<file path="src/rtl/calc_pkg.sv">
// Shared definitions for the calculator instruction sequencer:
// instruction field positions, Ctrl opcodes and the sequencer state enum.
package calc_pkg;

    localparam int INSTR_W  = 24;

    // Packed micro-instruction layout
    localparam int SKIP_BIT = 23;
    localparam int WEN_BIT  = 22;
    localparam int RW_LSB   = 19;
    localparam int RX_LSB   = 16;
    localparam int RY_LSB   = 13;
    localparam int SEL_BIT  = 12;
    localparam int CTRL_LSB = 8;
    localparam int DATA_LSB = 0;

    // Ctrl opcodes the sequencer cares about
    localparam logic [3:0] CTRL_ADD  = 4'b0000;
    localparam logic [3:0] CTRL_SUB  = 4'b0001;
    localparam logic [3:0] CTRL_HALT = 4'b1111;

    typedef enum logic [1:0] {
        ST_IDLE   = 2'd0,
        ST_RUN    = 2'd1,
        ST_HALTED = 2'd2
    } seq_state_t;

    // True when the ALU operation produces a meaningful carry
    function automatic logic is_addsub(input logic [3:0] ctrl);
        return (ctrl == CTRL_ADD) || (ctrl == CTRL_SUB);
    endfunction

endpackage

</file>
<file path="src/rtl/calc_instr_fifo.sv">
// Instruction FIFO: DEPTH x WIDTH, pointers carry one extra MSB so that
// full and empty are distinguished without a separate occupancy counter.
// The head entry is read combinationally so the sequencer can load it
// into its output registers on the same edge it pops.
module calc_instr_fifo #(
    parameter int DEPTH = 4,
    parameter int WIDTH = 24
) (
    input  logic                   Clk,
    input  logic                   Rst_n,
    input  logic                   push,
    input  logic [WIDTH-1:0]       wdata,
    input  logic                   pop,
    output logic [WIDTH-1:0]       head,
    output logic                   full,
    output logic                   empty,
    output logic [$clog2(DEPTH):0] count
);

    localparam int AW = $clog2(DEPTH);
    localparam logic [AW:0] PTR_ONE = {{AW{1'b0}}, 1'b1};

    logic [WIDTH-1:0] mem [DEPTH];
    logic [AW:0]      wr_ptr_reg;
    logic [AW:0]      rd_ptr_reg;
    logic             push_ok;
    logic             pop_ok;

    assign full    = (wr_ptr_reg[AW] != rd_ptr_reg[AW]) &&
                     (wr_ptr_reg[AW-1:0] == rd_ptr_reg[AW-1:0]);
    assign empty   = (wr_ptr_reg == rd_ptr_reg);
    assign count   = wr_ptr_reg - rd_ptr_reg;
    assign push_ok = push && !full;
    assign pop_ok  = pop && !empty;
    assign head    = mem[rd_ptr_reg[AW-1:0]];

    // Storage array: written at the tail, no reset needed
    always_ff @(posedge Clk) begin
        if (push_ok) begin
            mem[wr_ptr_reg[AW-1:0]] <= wdata;
        end
    end

    // Pointer update; reset empties the FIFO
    always_ff @(posedge Clk or negedge Rst_n) begin
        if (!Rst_n) begin
            wr_ptr_reg <= '0;
            rd_ptr_reg <= '0;
        end else begin
            if (push_ok) wr_ptr_reg <= wr_ptr_reg + PTR_ONE;
            if (pop_ok)  rd_ptr_reg <= rd_ptr_reg + PTR_ONE;
        end
    end

endmodule

</file>
<file path="src/rtl/calc_sequencer.sv">
// Instruction sequencer feeding the 8x8 register-file calculator.
// Buffers 24-bit micro-instructions, issues one per cycle onto registered
// calculator controls, tracks a sticky carry and supports HALT/resume.
// Optional feature macro: CALC_SEQ_SKIP_EN (conditional skip on carry).
module calc_sequencer
    import calc_pkg::*;
#(
    parameter int DEPTH = 4,
    parameter int CNT_W = 16
) (
    input  logic               Clk,
    input  logic               Rst_n,
    input  logic               in_valid,
    input  logic [INSTR_W-1:0] in_instr,
    output logic               in_ready,
    input  logic               resume,
    input  logic               Carry,
    output logic               WEN,
    output logic [2:0]         RW,
    output logic [2:0]         RX,
    output logic [2:0]         RY,
    output logic [7:0]         DataIn,
    output logic               Sel,
    output logic [3:0]         Ctrl,
    output logic               carry_flag,
    output logic               halted,
    output logic [CNT_W-1:0]   issue_cnt
);

    localparam int OCC_W = $clog2(DEPTH) + 1;
    localparam logic [OCC_W-1:0] OCC_ONE = {{(OCC_W-1){1'b0}}, 1'b1};
    localparam logic [CNT_W-1:0] CNT_ONE = {{(CNT_W-1){1'b0}}, 1'b1};

    seq_state_t         state_reg;
    seq_state_t         state_next;
    logic [INSTR_W-1:0] head;
    logic [OCC_W-1:0]   occ;
    logic               fifo_full;
    logic               fifo_empty;
    logic               push_en;
    logic               pop_en;
    logic               head_halt;
    logic               skip_hit;
    logic               exec_en;
    logic               drv_skip_reg;   // currently driven instruction was skipped

    calc_instr_fifo #(
        .DEPTH (DEPTH),
        .WIDTH (INSTR_W)
    ) u_fifo (
        .Clk   (Clk),
        .Rst_n (Rst_n),
        .push  (push_en),
        .wdata (in_instr),
        .pop   (pop_en),
        .head  (head),
        .full  (fifo_full),
        .empty (fifo_empty),
        .count (occ)
    );

    // in_ready looks only at full, so a same-cycle pop never opens the gate
    assign in_ready  = !fifo_full;
    assign push_en   = in_valid && in_ready;
    assign pop_en    = (state_reg != ST_HALTED) && !fifo_empty;
    assign head_halt = !head[WEN_BIT] && (head[CTRL_LSB +: 4] == CTRL_HALT);
    assign halted    = (state_reg == ST_HALTED);

`ifdef CALC_SEQ_SKIP_EN
    // Carry of the instruction on the calculator right now, or the sticky
    // value when that instruction is not an add/sub
    logic eff_carry;
    assign eff_carry = is_addsub(Ctrl) ? Carry : carry_flag;
    assign skip_hit  = pop_en && head[SKIP_BIT] && eff_carry;
`else
    // SKIP bit carries no meaning in this build
    assign skip_hit  = head[SKIP_BIT] & 1'b0;
`endif

    assign exec_en = pop_en && !head_halt && !skip_hit;

    // State register
    always_ff @(posedge Clk or negedge Rst_n) begin
        if (!Rst_n) begin
            state_reg <= ST_IDLE;
        end else begin
            state_reg <= state_next;
        end
    end

    // Next-state logic
    always_comb begin
        state_next = state_reg;
        case (state_reg)
            ST_IDLE, ST_RUN: begin
                if (pop_en && head_halt) begin
                    state_next = ST_HALTED;
                end else if (pop_en && (occ == OCC_ONE) && !push_en) begin
                    state_next = ST_IDLE;
                end else if (!fifo_empty) begin
                    state_next = ST_RUN;
                end else begin
                    state_next = ST_IDLE;
                end
            end
            ST_HALTED: begin
                if (resume) begin
                    state_next = fifo_empty ? ST_IDLE : ST_RUN;
                end
            end
            default: state_next = ST_IDLE;
        endcase
    end

    // Calculator drive: load on pop, otherwise hold fields and drop WEN
    always_ff @(posedge Clk or negedge Rst_n) begin
        if (!Rst_n) begin
            WEN          <= 1'b0;
            RW           <= '0;
            RX           <= '0;
            RY           <= '0;
            DataIn       <= '0;
            Sel          <= 1'b0;
            Ctrl         <= '0;
            drv_skip_reg <= 1'b0;
        end else if (pop_en) begin
            WEN          <= head[WEN_BIT] && !skip_hit;
            RW           <= head[RW_LSB +: 3];
            RX           <= head[RX_LSB +: 3];
            RY           <= head[RY_LSB +: 3];
            DataIn       <= head[DATA_LSB +: 8];
            Sel          <= head[SEL_BIT];
            Ctrl         <= head[CTRL_LSB +: 4];
            drv_skip_reg <= skip_hit;
        end else begin
            WEN          <= 1'b0;
        end
    end

    // Sticky carry follows add/sub results, except for a skipped instruction
    always_ff @(posedge Clk or negedge Rst_n) begin
        if (!Rst_n) begin
            carry_flag <= 1'b0;
        end else if (is_addsub(Ctrl) && !drv_skip_reg) begin
            carry_flag <= Carry;
        end
    end

    // Executed-instruction counter, free-running wrap
    always_ff @(posedge Clk or negedge Rst_n) begin
        if (!Rst_n) begin
            issue_cnt <= '0;
        end else if (exec_en) begin
            issue_cnt <= issue_cnt + CNT_ONE;
        end
    end

endmodule
</file>
<file path="config.mk">
export PLATFORM = sky130hd
export DESIGN_NAME = calc_sequencer
export DESIGN_NICKNAME = d
export VERILOG_FILES = /design/src/rtl/calc_pkg.sv /design/src/rtl/calc_instr_fifo.sv /design/src/rtl/calc_sequencer.sv
export SDC_FILE = /design/constraint.sdc
export NUM_CORES = 1
export LEC_CHECK = 0
export ABC_AREA = 0
export BUFFER_PORTS_ARGS = -buffer_cell sky130_fd_sc_hd__buf_2
export CAP_MARGIN = 20
export CORE_ASPECT_RATIO = 0.6
export CORE_MARGIN = 4
export CORE_UTILIZATION = 51
export CTS_CLUSTER_DIAMETER = 50
export DETAILED_ROUTE_END_ITERATION = 10
export GPL_TIMING_DRIVEN = 0
export PLACE_DENSITY = 0.73
export SKIP_CTS_REPAIR_TIMING = 1
export SLEW_MARGIN = 20
export SYNTH_ARGS = -nofsm -noshare
export SYNTH_HDL_FRONTEND = slang
export SYNTH_SLANG_ARGS = --single-unit
</file>
<file path="constraint.sdc">
create_clock -name Clk -period 2.55 [get_ports Clk]
set_input_delay 0.255 -clock Clk [delete_from_list [all_inputs] [get_ports Clk]]
set_output_delay 0.255 -clock Clk [all_outputs]
set_load 0.02 [all_outputs]
</file>
Word-level counts from Yosys, hierarchy flattened
Memory sizes are Yosys's and may differ from the RTL's.
Cells that the tools add are included.
- memories kept: 1
- bits in registers: 48
- output and inout bits: 42
- logic and storage cells: 54
- memory bits (writable): 96
- input port bits: 29
- memories (memory ; words ; bits a word ; rd ports ; clocked after memory_dff ; write ports ; RTL line ; RTL):
    u_fifo.mem ; 4 ; 24 ; 1 ; 0 ; 1 ; calc_instr_fifo.sv:23 ; logic [WIDTH-1:0] mem [DEPTH];
- multiplexer cells: 8
- reduce and logical (&&, ||, !) cells: 19
- add/subtract/negate cells: 4
- equal/unequal tests: 10
- operators with widths (kind ; count):
    $add A16 B1 Y16 const B ; 1
    $logic_and A1 B1 Y1 ; 10
    $add A3 B1 Y3 const B ; 2
    $logic_not A1 Y1 ; 5
    $mux W1 ; 5
    $eq A4 B1 Y1 const B ; 1
    $eq A4 B4 Y1 const B ; 1
    $logic_not A4 Y1 ; 1
    $mux W2 ; 2
    $ne A2 B2 Y1 const B ; 2
    $pmux W2 S2 ; 1
    $eq A3 B1 Y1 const B ; 1
    $eq A3 B3 Y1 ; 1
    $sub A3 B3 Y3 ; 1
    $eq A2 B1 Y1 const B ; 1
    $eq A2 B2 Y1 ; 1
    $eq A2 B2 Y1 const B ; 1
    $logic_not A2 Y1 ; 1
    $reduce_or A2 Y1 ; 1
    $logic_or A1 B1 Y1 ; 1
    $ne A1 B1 Y1 ; 1

Longest topological paths before layout
- word-level depth: 9
- gate-level depth with buffers: 10
- mapped depth without buffers: 7

By module
Synthesis repeated with hierarchy kept, for this count alone.
- cells, all modules: 302
- area, all modules: 5711.7 µm²
- by module, submodules not included (module ; area an instance (µm²) ; times used ; sequential area each (µm²) ; cells an instance):
    calc_instr_fifo ; 3926.3 ; 1 ; 3032.9 ; 171
    calc_sequencer ; 1785.5 ; 1 ; 1051.0 ; 131

Worst setup path after synthesis
No wires, ideal clock.
- kind: reg2reg
- from: register u_fifo.rd_ptr_reg[1]
- to: memory u_fifo.mem[3][0] (enable)
- period minus slack after synthesis: 2933 ps
- setup time: 383 ps
- buffers on the path: 2
- arrival: 2550 ps
- data required time: 2167 ps
- setup slack: -383 ps
- cell stages (with the launch flop): 7
- cell sequence: dfrtp_1 -> clkbuf_1 -> buf_1 -> inv_1 -> ha_1 -> nand3_1 -> and3_1
- cells in the longest elaborated chain, start to end: 7
- RTL lines (what ; RTL line ; RTL):
    from (decl) ; calc_instr_fifo.sv:25 ; logic [AW:0] rd_ptr_reg;
    from (signal assigned) ; calc_instr_fifo.sv:51 ; if (pop_ok) rd_ptr_reg <= rd_ptr_reg + PTR_ONE;
    $eq A2 B2 Y1 (*) ; calc_instr_fifo.sv:30 ; (wr_ptr_reg[AW-1:0] == rd_ptr_reg[AW-1:0]);
    $logic_and A1 B1 Y1 (*) ; calc_instr_fifo.sv:29 ; assign full = (wr_ptr_reg[AW] != rd_ptr_reg[AW]) &&
    $logic_not A1 Y1 (*) ; calc_sequencer.sv:63 ; assign in_ready = !fifo_full;
    named net in_ready ; calc_sequencer.sv:15 ; output logic in_ready,
    $logic_and A1 B1 Y1 ; calc_sequencer.sv:64 ; assign push_en = in_valid && in_ready;
    $logic_and A1 B1 Y1 (*) ; calc_instr_fifo.sv:33 ; assign push_ok = push && !full;
    $mux W1 (*) ; calc_instr_fifo.sv:39 ; if (push_ok) begin
    $mux W1 (not written as such) (*) ; calc_instr_fifo.sv:40 ; mem[wr_ptr_reg[AW-1:0]] <= wdata;
    to (decl) ; calc_instr_fifo.sv:23 ;
The timed path passes the listed nets; every way through them passes the cells marked *.

Worst setup path after layout
- from: register u_fifo.rd_ptr_reg[1]
- to: register issue_cnt[15]
- cells in the longest elaborated chain, start to end: 5
- elaborated cells between the ends (all ways): 9
- classes of those cells: 2 x eq/ne; 6 x reduce/logical; 1 x memory
- RTL lines (what ; RTL line ; RTL):
    $mem_v2 Z4 W24 ; - ;
    $eq A4 B4 Y1 / $logic_not A1 Y1 (equally long branches) ; calc_sequencer.sv:66 ; assign head_halt = !head[WEN_BIT] && (head[CTRL_LSB +: 4] == CTRL_HALT);
    $logic_and A1 B1 Y1 ; calc_sequencer.sv:66 ;
    $logic_not A1 Y1 ; calc_sequencer.sv:80 ; assign exec_en = pop_en && !head_halt && !skip_hit;
    $logic_and A1 B1 Y1 (*) ; calc_sequencer.sv:80 ;
    to (signal assigned) ; calc_sequencer.sv:154 ; issue_cnt <= issue_cnt + CNT_ONE;
    to (decl) ; calc_sequencer.sv:27 ; output logic [CNT_W-1:0] issue_cnt
Every way passes the cells marked *; elsewhere a longest branch is shown, timed or not.
A chain may end at the register's enable or synchronous reset.

==> flow_summary.json <==
{
  "final_area_sq_mm": 0.006608,
  "core_area_sq_mm": 0.01012,
  "p_leak_nw": 2.694,
  "ir_drop_v": 0.0006950,
  "tns_ns": 0,
  "clk_path_buf_depth": 2,
  "setup_violations": 0,
  "min_period_over_period_pct": 94.89,
  "maxCapViolations": 0,
  "power_mw": 9.023,
  "clock_skew_ns": 0.005906,
  "synth-main-ff-cell": "edfxtp_1",
  "die-width_um": 141.3,
  "drt_wl_total_um": 10710,
  "post-route-util_pct": 65.26,
  "largest_reg_flops": 92,
  "drc": 0,
  "antenna_left": 0,
  "critPathRequiredTime_ns": 2.88,
  "start_kind": "flip-flop",
  "hold_path.class": "input port to flip-flop",
  "grt_pass1_wl_um": 17290,
  "crit_fanout": 19,
  "grt_antenna_before_repair": 0,
  "synth_edf_count": 92,
  "numCtsBuffers": 17,
  "dp_worst_setup_slack_ns": -0.6056,
  "via_count": 3015,
  "fillers": 718,
  "synth_fp_nets": 370,
  "end_kind": "flip-flop",
  "power_density_mw_per_mm2": 1366,
  "crit_arrival_ns": 2.75,
  "rsz0062_at_grt": "false",
  "grt_max_degree": 49,
  "synthArstFlopShare_pct": 34.29,
  "grt_usage_pct": 19.24,
  "initialDrtViolationCount": 236,
  "syn-cell-area_sq_mm": 0.005435,
  "cts_sinks": 140,
  "syn_to_final_growth_pct": 21.57,
  "avgViaCountPerCell": 5.289,
  "root_buffer": "clkbuf_16",
  "period_minus_slack_ns": 2.420,
  "ys_ff_latch": 140,
  "dpl.hpwl_um": 6959,
  "dieArea_sq_mm": 0.01243,
  "wl_per_cell_um": 18.79,
  "gp_congestion": 0.7946,
  "multi_input_comb_area_sq_mm": 0.001414,
  "regArea_sq_mm": 0.003965,
  "cts_tree": "done",
  "initial_core_util_pct": 53.68,
  "ff2ff_path_depth": 8,
  "num-nets-final": 460,
  "tightest_slew_ns": 0.6817,
  "syn_inst": 332,
  "yosysWarnings": 0,
  "placed_cell_area_sq_mm": 0.005962,
  "clk_pin_slew_ns": 0.06,
  "drive_above_1_share_pct": 32.64,
  "grt_pass1_vias": 3157,
  "diodes": 0,
  "io-pin-count": 71,
  "status": "finished, final reports clean",
  "layout_setup_ws_ns": 0.1303,
  "synthDistinctLibCells": 33,
  "clock_latency_ns": 0.41,
  "clock.fmax_mhz": 413.3,
  "dieHeight_um": 87.97,
  "port_buffers": 69,
  "grt_overflow": 0,
  "hold_viol_final": 0,
  "min_delay_path_depth": 2,
  "avgSynthCellArea_sq_um": 16.37,
  "critPathKind": "flip-flop to flip-flop",
  "drt-pass1-iter-count": 5,
  "htreeDepth": 4,
  "num_rows": 28,
  "synth_seq_area_share_pct": 72.93,
  "slew_headroom_pct": 54.55,
  "slew_violations": 0
}
==> per-stage QoR <==
| stage | std cells | hold slack (ns) |
|---|---|---|
| 3_5_place_dp | 536 | 0.3294 |
| 4_1_cts | 568 | -0.1119 |
| 6_report | 570 | 0.04887 |
| 2_1_floorplan | 332 | -0.04059 |
| 3_3_place_gp | 536 | 0.4500 |
| 5_1_grt | 570 | 0.04174 |
==> logic make-up (layout without fill, tap and decap cells) <==
kind of cell | Yosys count | count (layout) | share of synthesized area (%)
fa+ha+maj | 9 | 9 | 2.210
mux | 25 | 25 | 9.945
xor+xnor | 21 | 21 | 3.522
flops | 140 | 140 | 72.93
compound gates | 9 | 9 | 1.082
buf+inv | 17 | 120 | 1.266
simple gates | 111 | 111 | 9.047
==> worst paths after layout <==
path / from / end / slack [ns]
hold reg to reg: RX[0]$_DFFE_PN0P_ / RX[0]$_DFFE_PN0P_ / 0.47
min in group asynchronous: Rst_n / DataIn[6]$_DFFE_PN0P_ / 0.41
max in group asynchronous: Rst_n / u_fifo.rd_ptr_reg[1]$_DFFE_PN0P_ / 1.67
setup / recovery: u_fifo.rd_ptr_reg[1]$_DFFE_PN0P_ / issue_cnt[15]$_DFFE_PN0P_ / 0.13
setup reg to reg: u_fifo.rd_ptr_reg[1]$_DFFE_PN0P_ / issue_cnt[15]$_DFFE_PN0P_ / 0.13
hold / removal: resume / state_reg[1]$_DFFE_PN0P_ / 0.05
==> worst max-delay path: stages, from the launching register on <==
cell,delay [ns]
dfrtp_2,0.42
buf_12,0.19
inv_1,0.07
ha_1,0.31
nand2_1,0.14
nor2_1,0.11
or4_4,0.60
nor4_2,0.30
xor2_1,0.18
==> cells in the mapped netlist (3+ instances only) <==
master / n / share of area (%)
mux4_2: 23 / 9.5
xor2_1: 7 / 1.1
inv_1: 7 / 0.48
o21ai_1: 3 / 0.28
nand3_1: 5 / 0.46
nand2_1: 74 / 5.1
edfxtp_1: 92 / 51
buf_2: 4 / 0.37
xnor2_1: 13 / 2.1
dfrtp_1: 48 / 22
nor2_1: 7 / 0.48
and3_1: 5 / 0.58
ha_1: 8 / 1.8
nand4_1: 5 / 0.58
clkbuf_1: 5 / 0.35
nor3_1: 5 / 0.46
==> layout by cell type, fill, tap and decap left out, types with 3 or more instances in the layout <==
master	Yosys	layout
clkinv_2	0	7
nor2_1	7	6
clkbuf_1	5	3
mux4_2	23	23
nand2_1	74	74
inv_1	7	7
and3_2	0	4
nand4_1	5	5
nor3_1	5	5
buf_4	0	3
buf_2	4	72
ha_1	8	8
edfxtp_1	92	92
clkbuf_16	0	17
bufinv_16	0	4
xor2_1	7	7
xnor2_1	13	13
nand3_1	5	5
dfrtp_1	48	47
==> where the power goes <==
part	total, mW	internal, mW	switching (mW)
combinational	3.04	1.17	1.87
clock	2.52	1.62	0.905
sequential	3.46	3.16	0.309
==> area by class of cell <==
| cell class | count | share of cell area [%] |
|---|---|---|
| flip-flops and latches | 140 | 60.01 |
| multi-input cells | 175 | 21.40 |
| clock buffers | 17 | 6.438 |
| repair buffers | 72 | 5.643 |
| clock inverters | 15 | 2.708 |
| well taps | 135 | 2.556 |
| plain buffers | 9 | 0.8521 |
| inverters | 7 | 0.3977 |
==> layer usage <==
layer	track usage [%]	share of wire, %	vias to the layer above
met5	0	0	-
met4	8.267	0.97	0
met3	4.910	5.8	12
met2	28.42	45	81
met1	27.60	48	1524
li1	-	-	1398
No activity file was read; power rests on OpenSTA's default activity.
